--- src/rtl/tdm_mux_param.sv ---
// Parametrised time-division multiplexer: serialises CHANNELS words of WIDTH bits onto one
// registered output, DWELL cycles per enabled channel, with channel tag and frame-start marker.
module tdm_mux_param #(
   parameter int WIDTH    = 2,
   parameter int CHANNELS = 4,
   parameter int DWELL    = 1
) (
   input  logic                        clk,
   input  logic                        rst,
   input  logic                        en,
   input  logic [CHANNELS-1:0]         ch_mask,
   input  logic [CHANNELS*WIDTH-1:0]   in_bus,
   output logic [WIDTH-1:0]            out,
   output logic                        out_valid,
   output logic [$clog2(CHANNELS)-1:0] ch_id,
   output logic                        frame_start
);

   localparam int CW  = $clog2(CHANNELS);
   localparam int DCW = $clog2(DWELL) + 1;
   localparam int unsigned NCH = CHANNELS;

   logic [CW-1:0]    sel;
   logic [DCW-1:0]   dwell_cnt;
   logic [CW-1:0]    next_sel;
   logic [CW-1:0]    first_ch;
   logic             next_found;
   logic             first_found;
   logic [WIDTH-1:0] cur_word;
   logic             slot_end;

   // Walking offsets 1..CHANNELS from sel visits higher indices first, then wraps
   // through 0..sel, so the first hit is next(sel) including the sel-only case.
   always_comb begin
      next_sel   = sel;
      next_found = 1'b0;
      for (int unsigned i = 1; i <= NCH; i++) begin
         int unsigned idx;
         idx = (32'(sel) + i) % NCH;
         if (!next_found && ch_mask[CW'(idx)]) begin
            next_sel   = CW'(idx);
            next_found = 1'b1;
         end
      end
   end

   always_comb begin
      first_ch    = '0;
      first_found = 1'b0;
      for (int unsigned k = 0; k < NCH; k++) begin
         if (!first_found && ch_mask[CW'(k)]) begin
            first_ch    = CW'(k);
            first_found = 1'b1;
         end
      end
   end

   always_comb begin
      cur_word = '0;
      for (int unsigned k = 0; k < NCH; k++) begin
         if (CW'(k) == sel) cur_word = in_bus[k*WIDTH +: WIDTH];
      end
   end

   assign slot_end = (dwell_cnt == DCW'(DWELL - 1));

   always_ff @(posedge clk) begin
      if (rst) begin
         sel         <= '0;
         dwell_cnt   <= '0;
         out         <= '0;
         out_valid   <= 1'b0;
         ch_id       <= '0;
         frame_start <= 1'b0;
      end else if (!en) begin
         out_valid   <= 1'b0;
         frame_start <= 1'b0;
      end else if (ch_mask == '0) begin
         out         <= '0;
         out_valid   <= 1'b0;
         frame_start <= 1'b0;
      end else if (!ch_mask[sel]) begin
         sel         <= next_sel;
         dwell_cnt   <= '0;
         out_valid   <= 1'b0;
         frame_start <= 1'b0;
      end else begin
         out         <= cur_word;
         ch_id       <= sel;
         out_valid   <= 1'b1;
         frame_start <= (sel == first_ch) && (dwell_cnt == '0);
         if (slot_end) begin
            dwell_cnt <= '0;
            sel       <= next_sel;
         end else begin
            dwell_cnt <= dwell_cnt + DCW'(1);
         end
      end
   end

endmodule

--- config.mk ---
export PLATFORM = sky130hd
export DESIGN_NAME = tdm_mux_param
export DESIGN_NICKNAME = d
export VERILOG_FILES = /design/src/rtl/tdm_mux_param.sv
export SDC_FILE = /design/constraint.sdc
export NUM_CORES = 1
export LEC_CHECK = 0
export ABC_AREA = 1
export ABC_CLOCK_PERIOD_IN_PS = 1800
export CORE_MARGIN = 5
export CORE_UTILIZATION = 45
export DETAILED_ROUTE_END_ITERATION = 8
export PLACE_DENSITY = 0.84
export SYNTH_ARGS = -nofsm -noshare
export SYNTH_HDL_FRONTEND = slang
export SYNTH_SLANG_ARGS = --single-unit
--- constraint.sdc ---
create_clock -name clk -period 1.8 [get_ports clk]
set_input_delay 0.36 -clock clk [delete_from_list [all_inputs] [get_ports clk]]
set_output_delay 0.36 -clock clk [all_outputs]
set_load 0.05 [all_outputs]
## Yosys cells after proc, flatten, opt, wreduce, memory -nomap -nowiden

Index checks and enable logic that the tools add are counted.

- Add/sub/neg operators: 5
- $lt $le $gt $ge: 5
- Equal/unequal tests: 5
- Mux-type cells: 34
- Bitwise operators: 4
- Reductions and logical operators: 22

Operators by type and width:

| operator | number |
|---|---|
| $mux 2 | 14 |
| $lt 2x3->1 const B | 5 |
| $mux 1 | 15 |
| $bmux 1 s2 | 5 |
| $logic_and 1x1->1 | 7 |
| $logic_not 1->1 | 6 |
| $reduce_and 3->1 | 2 |
| $add 2x1->2 const B | 2 |
| $add 2x2->2 const B | 2 |
| $eq 2x2->1 const A | 2 |
| $logic_not 4->1 | 1 |
| $not 1->1 | 4 |
| $reduce_and 2->1 | 2 |
| $reduce_or 4->1 | 1 |
| $reduce_or 3->1 | 1 |
| $eq 1x2->1 const A | 1 |
| $eq 2x2->1 | 1 |
| $logic_not 2->1 | 1 |
| $ne 2x2->1 const B | 1 |
| $reduce_bool 2->1 | 1 |
| $add 1x1->1 const B | 1 |

- Flip-flop bits (word level): 9
- Bits of input ports: 15
- Output and inout port bits: 6
- Logic and storage cells: 81

## Depth between registers and ports, before layout

- Depth in word-level cells: 15
- Gate-level depth with buffers: 10
- Gate-level depth less buffers: 9

## Worst setup path before layout

OpenSTA, ideal clock, no wires.

- Kind: register -> register
- Start point: register sel[1]
- End point: register sel[1]
- Setup time: 66 ps
- Arrival: 1401 ps
- Data required time: 1734 ps
- Setup slack: 333 ps
- Cell stages (with the launch flop): 10
- Buffers on the path: 0
- Period minus slack after synthesis: 1467 ps
- Path through: dfxtp_1 -> inv_2 -> ha_1 -> inv_1 -> nand3_1 -> nand2_2 -> nand2_2 -> nand2_1 -> nand3_1 -> a21oi_2

- Longest elaborated chain between the ends: 15
- Elaborated cells on any way between the ends: 31
- Those cells by class: 4 x add/sub; 1 x eq/ne; 19 x mux; 7 x reduce/logical

Ends and longest elaborated chain:

| item | line | RTL |
|---|---|---|
| start, declared | 23 | `logic [CW-1:0] sel;` |
| start signal, assigned | 83 | `sel <= next_sel;` |
| start signal, assigned | 94 | `sel <= next_sel;` |
| $add 2x1->2 | 39 | `idx = (32'(sel) + i) % NCH;` |
| $bmux 1 s2 | 40 | `if (!next_found && ch_mask[CW'(idx)]) begin` |
| $mux 1 (implied by the code) | 40 |  |
| $mux 1 | 40 |  |
| $logic_not 1->1 | 40 |  |
| $logic_and 1x1->1 | 40 |  |
| $mux 1 | 40 |  |
| $logic_not 1->1 | 40 |  |
| $logic_and 1x1->1 | 40 |  |
| $mux 1 | 40 |  |
| $logic_not 1->1 | 40 |  |
| $logic_and 1x1->1 | 40 |  |
| $mux 2 | 40 |  |
| $mux 2 | 92 | `if (slot_end) begin` |
| $mux 2 | 82 | `end else if (!ch_mask[sel]) begin` |

Parallel ways exist; a longest one is shown, timed or not. The select of a mux whose other input is x is not followed.
A chain may end at the register's enable or synchronous reset.

## Worst setup path in the final report

- Start point: register frame_start
- End point: output port frame_start

RTL lines:

| item | line | RTL |
|---|---|---|
| start, declared | 16 | `output logic frame_start` |
| start signal, assigned | 91 | `frame_start <= (sel == first_ch) && (dwell_cnt == '0);` |

No word-level cell between the ends.

==> flow_summary.toml <==
[critical_path]
cp.depth = 1
critPathTopFamily = "buffers and inverters"
ff2ff_path_depth = 9
cpPeakStageDelay_ns = 0.79
crit_chain = "clkdlybuf4s50_1"
worstPathArrival_ns = 1.34
critical_path_class = "register to output port"
worstSetupStartpointType = "register"
slowest_stage = "clkdlybuf4s50_1"
critPathBufInv = 1
end_kind = "output port"
required_ns = 1.44
crit_fanout = 1

[drt]
ant_nets = 0
vias = 781
vias_per_cell = 5.207
postRouteWirelength_um = 1696
drt_iter0_drc = 23
first_pass_iters = 4
wire_per_inst_um = 11.31
drc = 0

[floorplan]
num_rows = 14
ios = 21
initial_core_util_pct = 46.93
fp.coreArea_um2 = 1506
die_w_um = 49.64
die_y_um = 49.64
dieArea_um2 = 2464

[logic_synthesis]
synth_cell_types = 19
yosysTopAreaCellShare_pct = 22.65
yosysSeqAreaShare_pct = 22.65
synth_fp_nets = 128
yosysTopAreaCell = "dfxtp_1"
syn_inst = 109
syn_area_per_cell_um2 = 6.486
synth_area_um2 = 706.9
synth_area_leaders = "dfxtp_1, nand2_1, nand3_1, nand2_4, ha_1"
yosysWarningCount = 0
synth-seq-cells = 8

[global_route]
grt_max_degree = 12
grt_first_pass_wirelength_um = 2856
grt-ovfl-total = 0
track_usage_pct = 14.34
antenna_found_initial = 0
first_global_vias = 702

[clocking]
hold_buffers = 0
cts.repair.resized = 0
clockBufferDepth = 2
cts_setup_buffers = 0
htreeDepth = 1
cts.sink_count = 8
cts_root_buf = "clkbuf_4"
cts_tree = "yes"
clk_pin_slew_worst_paths_ns = 0.05
clock_latency_ns = 0.25
cts_buffers = 3

[final_layout]
fill_cells = 138
area.growth.synth_to_final_pct = 34.16
fin_area_um2 = 948.4
drive_gt1_share_pct = 20.15
antenna_cells = 0
final_nets = 155

[timing]
slew_headroom_pct = 67.32
clock_skew_ns = 0.001648
worst_slew_pin_slew_ns = 0.4887
setup_violations = 0
finalCritPeriodShare_pct = 94.47
slew_violations = 0
hold_viol_final = 0
fin_tns_setup_ns = 0
fin_crit_ns = 1.700
rsz0062_at_grt = "false"
max_freq_mhz = 588.1

[job]
drv_cap = 0

[worst_hold_path]
whs_path_depth = 2
hp-class = "register to register"

[placed_design]
dp_hpwl_um = 1405
portBuffers = 20
placed_area_um2 = 925.9
place.gp.congestion = 0.8330

[pwr]
p_leak_uw = 0.0004592
power_density_nw_per_um2 = 909.6
peakVddDrop_mv = 0.4925

[run_status]
status = "complete, no violations"
==> power breakdown <==
part	internal (uW)	switching (uW)	leakage, uW
Combinational	190	325	0.000380
Clock	75.7	53.1	0.0000138
Sequential	202	15.7	0.0000654
Total	468	394	0.000459
==> layout by cell type, fill, tap and decap left out <==
cell type | synthesis | layout
nand2_1 | 34 | 34
nand3_1 | 16 | 16
clkdlybuf4s50_1 | 0 | 15
inv_1 | 8 | 8
dfxtp_1 | 8 | 8
buf_4 | 0 | 8
nor2_1 | 7 | 7
nand2_4 | 5 | 5
nand2_2 | 5 | 5
a21oi_1 | 5 | 5
o21ai_0 | 5 | 5
ha_1 | 4 | 4
clkbuf_4 | 0 | 3
inv_2 | 2 | 2
xor2_1 | 2 | 2
o211ai_1 | 2 | 2
inv_6 | 1 | 1
nand3_2 | 1 | 1
nor2_4 | 1 | 1
o21ai_1 | 1 | 1
a21oi_2 | 1 | 1
==> flip-flops by register name, summed over array words and instances (netlist names) <==
signal	count
frame_start	1
ch_id	2
out_valid	1
sel	2
out	2
==> tightest hold or removal path, stage by stage, from the launching register on <==
cell     delay (ns)
dfxtp_1        0.30
nand2_1        0.06
a21oi_1        0.05
==> final timing paths <==
check / endpoint / slack [ns] / from
setup / recovery: frame_start / 0.1 / frame_start$_SDFF_PP0_
hold / removal: ch_id[0]$_SDFFE_PP0P_ / 0.46 / ch_id[0]$_SDFFE_PP0P_
setup reg to reg: sel[1]$_SDFFE_PP0P_ / 0.28 / sel[0]$_SDFFE_PP0P_
hold reg to reg: ch_id[0]$_SDFFE_PP0P_ / 0.46 / ch_id[0]$_SDFFE_PP0P_
==> stage by stage <==
| stage | util, % | std cells | hold WS (ns) | setup WS [ns] | total power, uW |
|---|---|---|---|---|---|
| 3_3_place_gp | 61.46 | 147 | 0.4625 | 0.1677 | 727.9 |
| 3_5_place_dp | 61.46 | 147 | 0.4579 | 0.1387 | 736.8 |
| 4_1_cts | 62.96 | 150 | 0.4645 | 0.08512 | 870.0 |
| 2_1_floorplan | - | 109 | 0.4291 | 0.3327 | 603.5 |
| 6_report | 62.96 | 150 | 0.4608 | 0.09958 | 862.7 |
| 5_1_grt | 62.96 | 150 | 0.4965 | 0.07916 | 933.8 |
==> final cells by class <==
class	count	area, um^2	share of cell area, %
clock buffers	3	22.52	2.375
multi-input cells	89	489.2	51.58
well taps	16	20.02	2.111
repair buffers	23	210.2	22.16
flip-flops and latches	8	160.2	16.89
inverters	11	46.29	4.881
==> synthesized netlist by cell type <==
| library cell | instances |
|---|---|
| inv_6 | 1 |
| nand3_1 | 16 |
| o211ai_1 | 2 |
| inv_1 | 8 |
| inv_2 | 2 |
| nand2_2 | 5 |
| nand3_2 | 1 |
| nand2_4 | 5 |
| xor2_1 | 2 |
| o21ai_0 | 5 |
| nand2_1 | 34 |
| buf_6 | 1 |
| dfxtp_1 | 8 |
| a21oi_1 | 5 |
| nor2_1 | 7 |
| o21ai_1 | 1 |
| a21oi_2 | 1 |
| nor2_4 | 1 |
| ha_1 | 4 |
==> cells by family after synthesis <==
group                      share of synthesized area (%)
AOI/OAI and AO/OA                                  11.15
and+or+nand+nor                                    48.50
adders and majority gates                          7.080
DFF                                                22.65
buffers and inverters                              8.142
xor gates and xnor gates                           2.478
==> metal layers <==
metal / global-route usage (%) / vias to the layer above / wire [um]
met4: 3.930 / 0 / 0
met1: 16.91 / 358 / 753
met3: 4.819 / 0 / 85
met2: 24.36 / 21 / 857
li1: - / 402 / -
met5: 0 / - / 0
(Power assumes the default switching activity.)
